File: config.mk
export PLATFORM = sky130hd
export DESIGN_NAME = ram_wb_arbiter
export DESIGN_NICKNAME = d
export VERILOG_FILES = /design/src/rtl/ram_wb_arbiter.sv
export SDC_FILE = /design/constraint.sdc
export NUM_CORES = 1
export LEC_CHECK = 0
export ABC_AREA = 1
export CORE_AREA = 4 4 120 122
export DETAILED_ROUTE_END_ITERATION = 6
export DIE_AREA = 0 0 124 126
export PLACE_DENSITY = 0.85
export SETUP_SLACK_MARGIN = 0.4
export SKIP_CTS_REPAIR_TIMING = 1
export SLEW_MARGIN = 10
export SYNTH_ARGS = -nofsm -noshare
export SYNTH_HDL_FRONTEND = slang
export SYNTH_SLANG_ARGS = --single-unit
export TNS_END_PERCENT = 10
File: constraint.sdc
create_clock -name clk -period 5.3 [get_ports clk]
set_input_delay 1.06 -clock clk [delete_from_list [all_inputs] [get_ports clk]]
set_output_delay 1.06 -clock clk [all_outputs]
set_load 0.02 [all_outputs]
File: src/rtl/ram_wb_arbiter.sv
// Two-master Wishbone-classic arbiter in front of a single-port RAM: round-robin grant,
// one strobe per access, local write acks, and a read-ack timeout that returns an error.
module ram_wb_arbiter #(
   parameter int ADDR_WIDTH     = 32,
   parameter int DATA_WIDTH     = 32,
   parameter int TIMEOUT_CYCLES = 15
) (
   input  logic                  clk,
   input  logic                  rst,
   // M0: instruction fetch
   input  logic                  m0_cyc,
   input  logic                  m0_stb,
   input  logic                  m0_we,
   input  logic [3:0]            m0_sel,
   input  logic [ADDR_WIDTH-1:0] m0_adr,
   input  logic [DATA_WIDTH-1:0] m0_dat_w,
   output logic [DATA_WIDTH-1:0] m0_dat_r,
   output logic                  m0_ack,
   output logic                  m0_err,
   // M1: load/store
   input  logic                  m1_cyc,
   input  logic                  m1_stb,
   input  logic                  m1_we,
   input  logic [3:0]            m1_sel,
   input  logic [ADDR_WIDTH-1:0] m1_adr,
   input  logic [DATA_WIDTH-1:0] m1_dat_w,
   output logic [DATA_WIDTH-1:0] m1_dat_r,
   output logic                  m1_ack,
   output logic                  m1_err,
   // RAM side
   output logic                  s_cyc,
   output logic                  s_stb,
   output logic                  s_we,
   output logic [3:0]            s_sel,
   output logic [ADDR_WIDTH-1:0] s_adr,
   output logic [DATA_WIDTH-1:0] s_dat_w,
   input  logic [DATA_WIDTH-1:0] s_dat_r,
   input  logic                  s_ack,
   // status
   output logic                  grant,
   output logic                  busy
);

   localparam int CNT_W = $clog2(TIMEOUT_CYCLES + 1);
   localparam logic [CNT_W-1:0] CNT_LAST = CNT_W'(TIMEOUT_CYCLES - 1);
   localparam logic [CNT_W-1:0] CNT_MAX  = {CNT_W{1'b1}};

   typedef enum logic [1:0] {
      ST_IDLE  = 2'd0,
      ST_ISSUE = 2'd1,
      ST_WAIT  = 2'd2
   } state_t;

   state_t                state_q, state_d;
   logic                  last_grant_q, last_grant_d;
   logic                  grant_q, grant_d;
   logic                  we_q, we_d;
   logic [3:0]            sel_q, sel_d;
   logic [ADDR_WIDTH-1:0] adr_q, adr_d;
   logic [DATA_WIDTH-1:0] dat_w_q, dat_w_d;
   logic [CNT_W-1:0]      cnt_q, cnt_d;

   // Per-master views so the arbitration logic can index by master number
   logic [1:0]            req_v;
   logic [1:0]            cyc_v;
   logic [1:0]            we_v;
   logic [3:0]            sel_v   [2];
   logic [ADDR_WIDTH-1:0] adr_v   [2];
   logic [DATA_WIDTH-1:0] dat_w_v [2];
   logic [1:0]            ack_v;
   logic [1:0]            err_v;

   logic                  win;
   logic                  ack_any;
   logic                  err_any;

   assign cyc_v      = {m1_cyc, m0_cyc};
   assign req_v      = {m1_cyc & m1_stb, m0_cyc & m0_stb};
   assign we_v       = {m1_we, m0_we};
   assign sel_v[0]   = m0_sel;
   assign sel_v[1]   = m1_sel;
   assign adr_v[0]   = m0_adr;
   assign adr_v[1]   = m1_adr;
   assign dat_w_v[0] = m0_dat_w;
   assign dat_w_v[1] = m1_dat_w;

   always_comb begin
      state_d      = state_q;
      last_grant_d = last_grant_q;
      grant_d      = grant_q;
      we_d         = we_q;
      sel_d        = sel_q;
      adr_d        = adr_q;
      dat_w_d      = dat_w_q;
      cnt_d        = cnt_q;
      win          = 1'b0;
      ack_any      = 1'b0;
      err_any      = 1'b0;

      case (state_q)
         ST_IDLE: begin
            if (|req_v) begin
               // On a tie the master that did not win last time goes first
               win          = (req_v[0] & req_v[1]) ? ~last_grant_q : req_v[1];
               grant_d      = win;
               last_grant_d = win;
               we_d         = we_v[win];
               sel_d        = sel_v[win];
               adr_d        = adr_v[win];
               dat_w_d      = dat_w_v[win];
               state_d      = ST_ISSUE;
            end
         end

         ST_ISSUE: begin
            cnt_d = '0;
            if (we_q) begin
               // The RAM never acks writes, so they complete on the strobe cycle
               ack_any = 1'b1;
               state_d = ST_IDLE;
            end else begin
               state_d = ST_WAIT;
            end
         end

         ST_WAIT: begin
            if (!cyc_v[grant_q]) begin
               state_d = ST_IDLE;
            end else if (s_ack) begin
               ack_any = 1'b1;
               state_d = ST_IDLE;
            end else if (cnt_q == CNT_LAST) begin
               err_any = 1'b1;
               state_d = ST_IDLE;
            end else if (cnt_q != CNT_MAX) begin
               cnt_d = cnt_q + 1'b1;
            end
         end

         default: begin
            state_d = ST_IDLE;
         end
      endcase
   end

   always_ff @(posedge clk or posedge rst) begin
      if (rst) begin
         state_q      <= ST_IDLE;
         last_grant_q <= 1'b1;
         grant_q      <= 1'b0;
         we_q         <= 1'b0;
         sel_q        <= '0;
         adr_q        <= '0;
         dat_w_q      <= '0;
         cnt_q        <= '0;
      end else begin
         state_q      <= state_d;
         last_grant_q <= last_grant_d;
         grant_q      <= grant_d;
         we_q         <= we_d;
         sel_q        <= sel_d;
         adr_q        <= adr_d;
         dat_w_q      <= dat_w_d;
         cnt_q        <= cnt_d;
      end
   end

   // Responses are steered only to the master that owns the bus
   for (genvar gi = 0; gi < 2; gi++) begin : g_resp
      assign ack_v[gi] = ack_any & (grant_q == 1'(gi));
      assign err_v[gi] = err_any & (grant_q == 1'(gi));
   end

   assign m0_ack   = ack_v[0];
   assign m1_ack   = ack_v[1];
   assign m0_err   = err_v[0];
   assign m1_err   = err_v[1];
   assign m0_dat_r = s_dat_r;
   assign m1_dat_r = s_dat_r;

   assign s_cyc    = (state_q != ST_IDLE);
   assign s_stb    = (state_q == ST_ISSUE);
   assign s_we     = we_q;
   assign s_sel    = sel_q;
   assign s_adr    = adr_q;
   assign s_dat_w  = dat_w_q;

   assign grant    = grant_q;
   assign busy     = (state_q != ST_IDLE);

endmodule

---- Word-level counts from Yosys, hierarchy flattened ----
Cells that the tools add are included.
storage, ports and cells
  flip-flop bits (word level) ............. 77
  latch bits .............................. 0
  RAM bits ................................ 0
  ROM bits ................................ 0
  output and inout port bits .............. 141
  logic and storage cells ................. 72
  memories kept ........................... 0
operators by class
  add/subtract/negate cells ............... 1
  multipliers ............................. 0
  div/mod/pow operators ................... 0
  order comparisons ....................... 3
  eq/ne operators ......................... 10
  shift operators ......................... 0
  mux-type cells .......................... 33
  bitwise operators ....................... 10
  reductions and logical operators ........ 7
operators with widths
  operator             count
  $mux 32              6
  $mux 4               7
  $mux 1               12
  $mux 2               5
  $ne 2x2->1 const B   5
  $ne 4x4->1 const B   2
  $pmux 4 s2           1
  $and 1x1->1          7
  $pmux 2 s3           1
  $reduce_and 5->1     1
  $add 4x1->4 const B  1
  $eq 4x4->1 const B   1
  $lt 1x2->1 const B   2
  $reduce_and 2->1     2
  $reduce_bool 2->1    2
  $eq 2x1->1 const B   1
  $eq 2x2->1 const B   1
  $ge 2x2->1 const B   1
  $logic_not 2->1      1
  $not 1->1            2
  $not 1->2            1
  $pmux 1 s2           1
  $reduce_or 2->1      1

---- Longest topological paths before layout ----
Gate-level depths: netlist of the first run.
  depth after elaboration ................. 7
  mapped depth ............................ 8

---- Worst setup path after synthesis of the first run ----
Ideal clock, no wire load.
  path kind ............................... in2out
  from .................................... in m1_cyc
  to ...................................... out m0_ack
  arrival ................................. 1666 ps
  required time ........................... 4240 ps
  slack ................................... 2574 ps
  stages on the path ...................... 6
  buffers on the path ..................... 0
  cell sequence ........................... nand2_1 nand2_1 nand3_1 nand2_1 nand2_1 nor2_1
on the way
  longest elaborated chain between the ends .. 5
ends and longest elaborated chain
  item                                       RTL line  text
  from (decl)                                21        input logic m1_cyc,
  $mux 1 (implied by the code) (2 in a row)  127       if (!cyc_v[grant_q]) begin
  $mux 1                                     127
  $pmux 1 s2                                 100       case (state_q)
  $and 1x1->1                                170       assign ack_v[gi] = ack_any & (grant_q == 1'(gi));
  to (decl)                                  18        output logic m0_ack,
No other way between the ends. The select of a mux whose other input is x is not followed.

---- Worst setup path in the final report of the first run ----
  from .................................... in m0_cyc
  to ...................................... out m0_ack
on the way
  longest elaborated chain between the ends .. 5
ends and longest elaborated chain
  item                                       RTL line  text
  from (decl)                                11        input logic m0_cyc,
  $mux 1 (implied by the code) (2 in a row)  127
  $mux 1                                     127
  $pmux 1 s2                                 100
  $and 1x1->1                                170
No other way between the ends. The select of a mux whose other input is x is not followed.

==> reports/summary.txt, run 1 <==
result of the run: finished clean
total vias in the final route: 4220
clock tree from TritonCTS: yes
most common cell after layout, fill and taps aside: sky130_fd_sc_hd__clkdlybuf4s50_1
Worst Path Required: 4.24 ns
fraction of the yosys area taken by sequential cells: 44.91%
die width: 124 um
die height: 126 um
GPL Wtd Cong: 0.8290
clock transition at the register clock pins on the worst setup and hold paths after CTS: 0.05 ns
yosys synthesis warning count: 0
max-slew violation count: 0
Min-Delay Path Class: reg2reg
filler cell count: 1213
total track usage: 17.29%
reg2reg start: state_q[0]
Layout Cells excl Fill: 859
via count of the first global-routing pass: 4180
distinct cell type count after synthesis: 19
biggest cell delay along the critical path: 0.60 ns
#FFs+latches synth: 77
IO Port Bufs: 221
placed wire-length estimate: 9.621 mm
Largest delay share family, worst path: buffers and inverters
TritonCTS Buffers: 9
wire length of the first global-routing pass: 21.02 mm
Storage cell area: 1928 um^2
detailed-route wire length: 13.80 mm
critical path class: in2out
Critical Path Most Common Cell: sky130_fd_sc_hd__nand2_1
antenna violations before repair: 0
peak clock frequency supported by timing: 0.2674 GHz
cells traversed along the worst timing path: clkdlybuf4s50_1 -> nand2_1 -> nand2_1 -> nand3_1 -> nand2_1 -> nand2_1 -> nor2_1 -> clkdlybuf4s50_1
wire per inst: 16.06 um
clock skew after layout: 0.008078 ns
CP Launch Type: primary input
per-instance average area after synthesis: 7.935 um^2
number of nets in the layout: 862
data arrival time of the critical path: 2.68 ns
end of the worst register-to-register path: s_dat_w[5]
initial standard-cell utilization of the core: 32.55%
CTS H-tree lvls: 3
buffers and inverters on the worst path: 2
setup TNS after final layout: 0 ns
total overflow reported by the global router: 0
final count of hold timing violations: 0
maximum buffer depth of the clock tree: 2
number of setup violations in the final report: 0
multi-input combinational cell area: 1660 um^2
DR pass1 iterations: 6
number of placement rows: 42
maximum number of pins on one net before global-route repair: 71
worst skew pair latency: 0.33 ns
Slew @ Worst Pin: 0.9161 ns
Static Leak: 2.568 nW
I/O pin cnt: 318
Clock Root Buffer: sky130_fd_sc_hd__clkbuf_16
maximum fanout count along the critical path: 4
worst slew slack as a fraction of its limit: 38.83%
Power Density: 531.2 nW/um^2
netlist area before placement: 4293 um^2
fraction of layout cells with a size suffix above 1: 3.807%
depth of the worst register-to-register path: 7
post-place setup slack: 1.559 ns
CP endpoint kind: output port
Detail Route Antenna Nets: 0
Die Area: 15620 um^2
core area: 13190 um^2
first element of the critical path: m0_cyc
DRC violation total after the first TritonRoute iteration: 218
cell with the largest stage delay on the worst path: sky130_fd_sc_hd__clkdlybuf4s50_1
vias per cell: 4.913
fin worst setup slack: 1.560 ns
Period Utilization, post-route: 70.57%
max capacitance violation total: 0
critical path endpoint: m0_ack
Layout Area Growth over Synthesis: 49.05%
maximum VDD drop: 253.7 uV
top library cells by usage in the layout, fill and taps aside: 221 x sky130_fd_sc_hd__clkdlybuf4s50_1, 138 x sky130_fd_sc_hd__a21oi_1, 81 x sky130_fd_sc_hd__nand3_1, 81 x sky130_fd_sc_hd__nor2_1, 76 x sky130_fd_sc_hd__dfrtp_1
shortest period the worst path allows: 3.740 ns
cell count after synthesis: 541
count of clock tree sinks: 77
setup slack on the worst flop-to-flop path: 3.08 ns
setup repair after global routing missed its margin: false
Levels on crit path: 8
final routed DRC violation total: 0
cell count after placement: 844
final antenna diode count: 0
post-synthesis net count: 724
[cell type report]
type | instances | share of cell area (%)
Sequential cell | 77 | 30.13
Clock inverter | 1 | 0.07822
Timing Repair Buffer | 227 | 35.28
Tap cell | 176 | 3.442
Inverter | 14 | 0.8408
Clock buffer | 14 | 4.282
Multi-Input combinational cell | 350 | 25.95
[metal layers]
| metal | global-route usage, % | vias to the layer above | share of wire [%] |
|---|---|---|---|
| met4 | 6.830 | 0 | 2.2 |
| met3 | 7.220 | 30 | 11 |
| li1 | - | 2025 | - |
| met2 | 30.58 | 211 | 49 |
| met1 | 17.90 | 1954 | 37 |
| met5 | 0 | - | 0 |
[registers in the layout (all words and copies together) (netlist names)]
name          cells
s_we              1
last_grant_q      1
s_dat_w          32
s_sel             4
cnt_q             4
s_adr            32
grant             1
state_q           2
[through the flow]
stage / utilization (%) / power, W / hold WS (ns) / instance area [um^2]
after global placement: 46.40 / 0.002801 / 0.4757 / 6120
after CTS: 48.51 / 0.003436 / 0.4880 / 6399
after floorplan: - / 0.002039 / 0.4548 / 4293
after global routing: 48.51 / 0.003620 / 0.5217 / 6399
after detailed placement: 46.40 / 0.002835 / 0.4777 / 6120
final: 48.51 / 0.003399 / 0.4880 / 6399
[worst min-delay path: stages (launching register included)]
cell and delay (ns):
sky130_fd_sc_hd__dfstp_2 0.38, sky130_fd_sc_hd__nand2_1 0.06, sky130_fd_sc_hd__nand2_1 0.05
[power by group]
| group | switching (W) | internal (W) |
|---|---|---|
| Clock | 0.000230 | 0.000353 |
| Sequential | 0.000162 | 0.000873 |
| Combinational | 0.000983 | 0.000799 |
[logic make-up after synthesis]
logic type / after synthesis / synth area share, %
simple gates: 204 / 20.61
compound gates: 140 / 16.32
buf+inv: 114 / 16.41
flops: 77 / 44.91
fa+ha+maj: 6 / 1.749
[worst min-delay path by stage]
stage / to / startpoint / cells after the start
after floorplan: last_grant_q / last_grant_q / 2
after global routing: last_grant_q / last_grant_q / 2
after global placement: last_grant_q / last_grant_q / 2
after CTS: last_grant_q / last_grant_q / 2
final: last_grant_q / last_grant_q / 2
after detailed placement: last_grant_q / last_grant_q / 2
[cells in the mapped netlist]
cell type	count	share of area, %
sky130_fd_sc_hd__nand4_1	1	0.15
sky130_fd_sc_hd__nand2_1	37	3.2
sky130_fd_sc_hd__clkbuf_1	14	1.2
sky130_fd_sc_hd__inv_1	12	1.0
sky130_fd_sc_hd__nand2_2	2	0.29
sky130_fd_sc_hd__a21oi_1	138	16
sky130_fd_sc_hd__buf_2	14	1.6
sky130_fd_sc_hd__buf_1	5	0.44
sky130_fd_sc_hd__nand3b_1	1	0.17
sky130_fd_sc_hd__buf_4	65	11
sky130_fd_sc_hd__ha_1	6	1.7
sky130_fd_sc_hd__nor2_1	81	7.1
sky130_fd_sc_hd__buf_6	2	0.52
sky130_fd_sc_hd__nand3_1	81	9.4
sky130_fd_sc_hd__dfstp_2	1	0.61
sky130_fd_sc_hd__nand3_2	1	0.23
sky130_fd_sc_hd__dfrtp_1	76	44
sky130_fd_sc_hd__o21ai_0	2	0.23
sky130_fd_sc_hd__inv_2	2	0.17
No activity file was read; power rests on OpenSTA's default activity.
==> run 2, diff against run 1 <==
CORE_AREA = unset   (was 4 4 120 122)
CORE_MARGIN = 4   (was unset)
CORE_UTILIZATION = 31   (was unset)
DIE_AREA = unset   (was 0 0 124 126)
clock period = 3.4 ns   (was 5.3 ns; I/O delays follow)
==> run 2 against run 1 <==
  * Register-to-register slack lost 1.6 ns
  * Total power grew 61%
  * Hold slack lost 0.0057 ns
  * Sequential power grew 55%
  * Clock-buffer cell count shrank 1
  * Die area grew 1.1%
  * Combinational power grew 57%
  * Global-route usage grew 0.51 points
  * Non-clock buffer count grew 3
  * Utilization shrank 0.12 points
  * Sequential share of layout area shrank 0.40 points
  * Critical endpoint unchanged
  * Largest cell class unchanged
  * Highest routed layer unchanged
==> reports/summary.txt, run 2 (synthesis results as in run 1) <==
clock transition at the register clock pins on the worst setup and hold paths after CTS: 0.05 ns (about the same)
die height: 125.7 um (-0.26%)
detailed-route wire length: 14.31 mm (+3.7%)
setup TNS after final layout: 0 ns (unchanged)
worst skew pair latency: 0.33 ns (about the same)
fraction of layout cells with a size suffix above 1: 4.367% (+0.56 points)
I/O pin cnt: 318 (unchanged)
maximum buffer depth of the clock tree: 2 (unchanged)
core area: 13400 um^2 (+1.6%)
initial standard-cell utilization of the core: 32.04% (-0.51 points)
post-place setup slack: 0.3978 ns (-1.161 ns)
via count of the first global-routing pass: 4350 (+4.1%)
total vias in the final route: 4315 (+2.3%)
max capacitance violation total: 0 (unchanged)
Detail Route Antenna Nets: 0 (unchanged)
Min-Delay Path Class: reg2reg
maximum VDD drop: 409.3 uV (+61%)
CP Launch Type: primary input
wire length of the first global-routing pass: 22.45 mm (+6.8%)
final antenna diode count: 0 (unchanged)
number of placement rows: 42 (unchanged)
data arrival time of the critical path: 2.32 ns (-0.36 ns)
Clock Root Buffer: sky130_fd_sc_hd__clkbuf_16
final routed DRC violation total: 0 (unchanged)
most common cell after layout, fill and taps aside: sky130_fd_sc_hd__clkdlybuf4s50_1
max-slew violation count: 0 (unchanged)
top library cells by usage in the layout, fill and taps aside: 220 x sky130_fd_sc_hd__clkdlybuf4s50_1, 138 x sky130_fd_sc_hd__a21oi_1, 81 x sky130_fd_sc_hd__nand3_1, 81 x sky130_fd_sc_hd__nor2_1, 76 x sky130_fd_sc_hd__dfrtp_1
Layout Cells excl Fill: 863 (+0.47%)
DR pass1 iterations: 4 (-2)
number of nets in the layout: 865 (+0.35%)
result of the run: finished clean
wire per inst: 16.58 um (+3.3%)
peak clock frequency supported by timing: 0.3338 GHz
Die Area: 15790 um^2 (+1.1%)
GPL Wtd Cong: 0.8292 (about the same)
Period Utilization, post-route: 88.11%
count of clock tree sinks: 77 (unchanged)
Static Leak: 2.624 nW (+2.2%)
critical path class: in2out
clock tree from TritonCTS: yes
Slew @ Worst Pin: 0.8299 ns (-0.08628 ns)
shortest period the worst path allows: 2.996 ns
CTS H-tree lvls: 3 (unchanged)
vias per cell: 5.000 (+1.8%)
Worst Path Required: 2.72 ns (-1.52 ns)
number of setup violations in the final report: 0 (unchanged)
total overflow reported by the global router: 0 (unchanged)
antenna violations before repair: 0 (unchanged)
maximum fanout count along the critical path: 4 (unchanged)
fin worst setup slack: 0.4044 ns (-1.155 ns)
DRC violation total after the first TritonRoute iteration: 160 (-27%)
final count of hold timing violations: 0 (unchanged)
TritonCTS Buffers: 9 (unchanged)
die width: 125.7 um (+1.4%)
cell count after placement: 847 (+0.36%)
total track usage: 17.80% (+0.51 points)
CP endpoint kind: output port
maximum number of pins on one net before global-route repair: 71 (unchanged)
setup repair after global routing missed its margin: true
Layout Area Growth over Synthesis: 51.06%
IO Port Bufs: 221 (unchanged)
worst slew slack as a fraction of its limit: 44.61% (+5.8 points)
clock skew after layout: 0.006323 ns (-0.001755 ns)
Fin Hold WS: 0.4823 ns (-0.005687 ns)
Power Density: 842.7 nW/um^2 (+59%)
placed wire-length estimate: 10.30 mm (+7.1%)
## run 2: changes by cell type in the layout (fill, tap and decap cells not counted), sizes merged
cell,previous run,this run
dlymetal6s2s,0,1
clkbuf,14,13
bufinv,0,2
clkinv,2,1
clkinvlp,0,1
clkdlybuf4s50,221,220
buf,6,9
## run 2: worst paths after layout
check	endpoint	depth (start not counted)	start	slack (ns)
max	m0_ack	8	m0_cyc	0.40
min	last_grant_q	2	last_grant_q	0.48
max reg2reg	grant	8	state_q[0]	1.47
min reg2reg	last_grant_q	2	last_grant_q	0.48
max in group asynchronous	s_dat_w[20]	3	rst	1.76
min in group asynchronous	s_adr[13]	2	rst	0.81
## run 2: power by group
| part | internal (W) | total [W] | switching [W] |
|---|---|---|---|
| Combinational | 0.00126 | 0.00280 | 0.00154 |
| Sequential | 0.00136 | 0.00161 | 0.000252 |
| Clock | 0.000684 | 0.00105 | 0.000370 |
| Total | 0.00330 | 0.00547 | 0.00216 |
## run 2: per-stage QoR
step	total power [W]	instance area [um^2]	utilization, %
6_report	0.005465	6485	48.39
5_1_grt	0.005820	6485	48.39
4_1_cts	0.005538	6482	48.38
3_5_place_dp	0.004448	6155	45.93
3_3_place_gp	0.004391	6155	45.93
2_1_floorplan	0.003179	4293	-
## run 2: layer usage
metal  up-vias  share of wire [%]  GRT usage [%]
li1       2038                  -              -
met1      2025                 39          20.22
met2       211                 46          29.07
met3        41                 11          7.790
met4         0                3.4          7.908
met5         -                  0              0
## run 2: layout make-up
cell class,instances,area (um^2)
timing repair buffer,230,2295
clock buffer,13,260.3
clock inverter,3,67.56
inverter,14,53.80
sequential,77,1928
multi-input combinational,350,1660
tap,176,220.2
fill,1257,6915
## run 2: critical path: stages
cell and delay, ns:
sky130_fd_sc_hd__clkdlybuf4s50_1 0.53, sky130_fd_sc_hd__nand2_1 0.07, sky130_fd_sc_hd__nand2_1 0.13, sky130_fd_sc_hd__nand3_1 0.09, sky130_fd_sc_hd__nand2_1 0.06, sky130_fd_sc_hd__nand2_1 0.06
sky130_fd_sc_hd__nor2_1 0.09, sky130_fd_sc_hd__clkdlybuf4s50_1 0.61
==> run 3, diff against run 2 <==
ABC_AREA = 0   (was 1)
==> run 3 against run 2 <==
  * Die area decreased by 0.65%
  * Clock skew increased by 0.00094 ns
  * Worst setup slack worse by 0.17 ns
  * Design area shrank 1.2%
  * Clock-buffer cell count fell by 3
  * Non-clock buffer count shrank 5
  * Register-to-register slack improved by 0.17 ns
  * Clock power is 11% lower
  * Combinational power down 13%
  * Largest cell class unchanged
==> reports/summary.txt, run 3 <==
result of the run: finished clean
peak clock frequency supported by timing: 0.3156 GHz (-5.5%)
end of the worst register-to-register path: s_adr[6]
Layout Area Growth over Synthesis: 50.28%
Yosys top cell area share: 44.61% (+0.31 points)
total overflow reported by the global router: 0 (unchanged)
vias per cell: 4.519 (-9.6%)
clock skew after layout: 0.007267 ns (+0.0009439 ns)
Largest delay share family, worst path: buffers and inverters
post-synthesis net count: 612 (-15%)
TritonCTS Buffers: 9 (unchanged)
final antenna diode count: 0 (unchanged)
number of placement rows: 42 (unchanged)
Slew @ Worst Pin: 0.7161 ns (-0.1138 ns)
detailed-route wire length: 11.50 mm (-20%)
launch instance of the worst min-delay path: s_adr[17]
wire per inst: 15.19 um (-8.4%)
cell with the largest stage delay on the worst path: sky130_fd_sc_hd__clkdlybuf4s50_1
fraction of the yosys area taken by sequential cells: 45.23% (+0.32 points)
critical path class: in2out
GPL Wtd Cong: 0.7957 (-4.0%)
yosys synthesis warning count: 0 (unchanged)
CTS H-tree lvls: 3 (unchanged)
antenna violations before repair: 0 (unchanged)
biggest cell delay along the critical path: 0.65 ns (+0.04 ns)
setup slack on the worst flop-to-flop path: 1.64 ns (+0.17 ns)
CP Launch Type: primary input
setup repair after global routing missed its margin: true
depth of the worst register-to-register path: 5 (-3)
most common cell after layout, fill and taps aside: sky130_fd_sc_hd__clkdlybuf4s50_1
number of setup violations in the final report: 0 (unchanged)
data arrival time of the critical path: 2.49 ns (+0.17 ns)
setup TNS after final layout: 0 ns (unchanged)
I/O pin cnt: 318 (unchanged)
buffers and inverters on the worst path: 2 (unchanged)
first element of the critical path: m1_cyc
multi-input combinational cell area: 1652 um^2 (-0.53%)
Min-Delay Path Class: reg2reg
core area: 13350 um^2 (-0.39%)
DR pass1 iterations: 4 (unchanged)
maximum number of pins on one net before global-route repair: 76 (+7.0%)
total vias in the final route: 3421 (-21%)
CP endpoint kind: output port
shortest period the worst path allows: 3.169 ns (+0.1731 ns)
placed wire-length estimate: 9.099 mm (-12%)
initial standard-cell utilization of the core: 31.94% (-0.099 points)
cell count after synthesis: 429 (-21%)
largest area contributor in the netlist: sky130_fd_sc_hd__dfrtp_1
Post-synth top cells: 76 x sky130_fd_sc_hd__dfrtp_1, 74 x sky130_fd_sc_hd__buf_4, 74 x sky130_fd_sc_hd__nand2_1, 74 x sky130_fd_sc_hd__o21ai_0, 70 x sky130_fd_sc_hd__mux2i_1
most frequent cell after synthesis: sky130_fd_sc_hd__dfrtp_1
Critical Path Most Common Cell: sky130_fd_sc_hd__clkdlybuf4s50_1
wire length of the first global-routing pass: 18.38 mm (-18%)
Layout Cells excl Fill: 757 (-12%)
sum of internal, switching and leakage power: 0.004975 W (-9.0%)
Static Leak: 3.014 nW (+15%)
Storage cell area: 1928 um^2 (unchanged)
Power Density: 776.6 nW/um^2 (-7.8%)
max-slew violation count: 0 (unchanged)
Period Utilization, post-route: 93.20% (+5.1 points)
via count of the first global-routing pass: 3664 (-16%)
post-layout util: 47.99% (-0.40 points)
netlist area before placement: 4263 um^2 (-0.70%)
DRC violation total after the first TritonRoute iteration: 173 (+8.1%)
top flip-flop cell by instance count after synthesis: sky130_fd_sc_hd__dfrtp_1
fraction of layout cells with a size suffix above 1: 4.647% (+0.28 points)
Worst Path Required: 2.72 ns (about the same)
filler cell count: 1264 (+0.56%)
Levels on crit path: 5 (-3)
max capacitance violation total: 0 (unchanged)
maximum buffer depth of the clock tree: 2 (unchanged)
total track usage: 14.41% (-3.4 points)
#FFs+latches synth: 77 (unchanged)
Clock Root Buffer: sky130_fd_sc_hd__clkbuf_16
maximum fanout count along the critical path: 6 (+2)
worst slew slack as a fraction of its limit: 52.20% (+7.6 points)
Detail Route Antenna Nets: 0 (unchanged)
fraction of synthesis flops using an asynchronous set or reset pin: 100.0% (unchanged)
cell count after placement: 741 (-13%)
critical path endpoint: m0_err
die height: 125.3 um (-0.33%)
final routed DRC violation total: 0 (unchanged)
top library cells by usage in the layout, fill and taps aside: 220 x sky130_fd_sc_hd__clkdlybuf4s50_1, 76 x sky130_fd_sc_hd__dfrtp_1, 74 x sky130_fd_sc_hd__nand2_1, 74 x sky130_fd_sc_hd__o21ai_0, 70 x sky130_fd_sc_hd__mux2i_1
clock transition at the register clock pins on the worst setup and hold paths after CTS: 0.06 ns (about the same)
reg2reg start: last_grant_q
final count of hold timing violations: 0 (unchanged)
number of nets in the layout: 759 (-12%)
worst skew pair latency: 0.33 ns (about the same)
cells traversed along the worst timing path: clkdlybuf4s50_1 -> mux2_4 -> nand3b_1 -> nor3b_1 -> clkdlybuf4s50_1
distinct cell type count after synthesis: 30 (+11)
die width: 125.3 um (-0.33%)
number of enable flip-flop cells after synthesis: 0 (unchanged)
top post-synthesis cells by area: sky130_fd_sc_hd__dfrtp_1 45%, sky130_fd_sc_hd__mux2i_1 16%, sky130_fd_sc_hd__buf_4 13%, sky130_fd_sc_hd__o21ai_0 8.7%, sky130_fd_sc_hd__nand2_1 6.5%
per-instance average area after synthesis: 9.937 um^2 (+25%)
count of clock tree sinks: 77 (unchanged)
Die Area: 15690 um^2 (-0.65%)
IO Port Bufs: 221 (unchanged)
clock tree from TritonCTS: yes
maximum VDD drop: 394.8 uV (-3.5%)
==> run 3: tightest hold or removal path, cell delays in order, from the launching register on <==
cell,delay [ns]
sky130_fd_sc_hd__dfrtp_1,0.34
sky130_fd_sc_hd__nand2_1,0.04
sky130_fd_sc_hd__o21ai_0,0.06
==> run 3: cells by family (layout without fill, tap and decap cells) <==
family / Yosys count / in the layout / synth area share [%]
fa+ha+maj: 6 / 6 / 1.761
compound gates: 86 / 86 / 10.68
flops: 77 / 77 / 45.23
simple gates: 92 / 92 / 9.041
buf+inv: 97 / 249 / 16.50
mux: 71 / 71 / 16.79
==> run 3: power by group <==
| group | total (W) | internal (W) | switching [W] |
|---|---|---|---|
| sequential | 0.00160 | 0.00135 | 0.000248 |
| combinational | 0.00245 | 0.00115 | 0.00129 |
| clock | 0.000931 | 0.000567 | 0.000364 |
==> run 3: layout make-up <==
type,count,area share (%)
Tap cell,176,3.437
Multi-Input combinational cell,255,25.78
Sequential cell,77,30.10
Clock buffer,10,3.574
Clock inverter,6,0.9961
Timing Repair Buffer,225,35.63
Inverter,8,0.4883
==> run 3: how the worst min path moves through the flow <==
stage	end	slack, ns	cells after the start
floorplan	last_grant_q	0.46	2
global placement	s_adr[28]	0.46	2
detailed placement	s_adr[17]	0.47	2
CTS	s_dat_w[20]	0.48	2
global route	s_adr[27]	0.50	2
finish	s_adr[17]	0.48	2
==> run 3: stage by stage <==
step                worst slack, ns  area (um^2)  hold WS [ns]
floorplan                    0.7550         4263        0.4594
global placement             0.2177         6111        0.4623
detailed placement           0.2092         6111        0.4705
CTS                          0.2049         6404        0.4843
global route                 0.1411         6406        0.4958
finish                       0.2313         6406        0.4757
==> run 3: routing by layer <==
layer	wire, um	vias up	GRT usage (%)
met5	0	-	0
met4	297	0	6.569
met3	977	31	4.904
li1	-	1681	-
met2	5836	174	25.21
met1	4388	1535	15.77
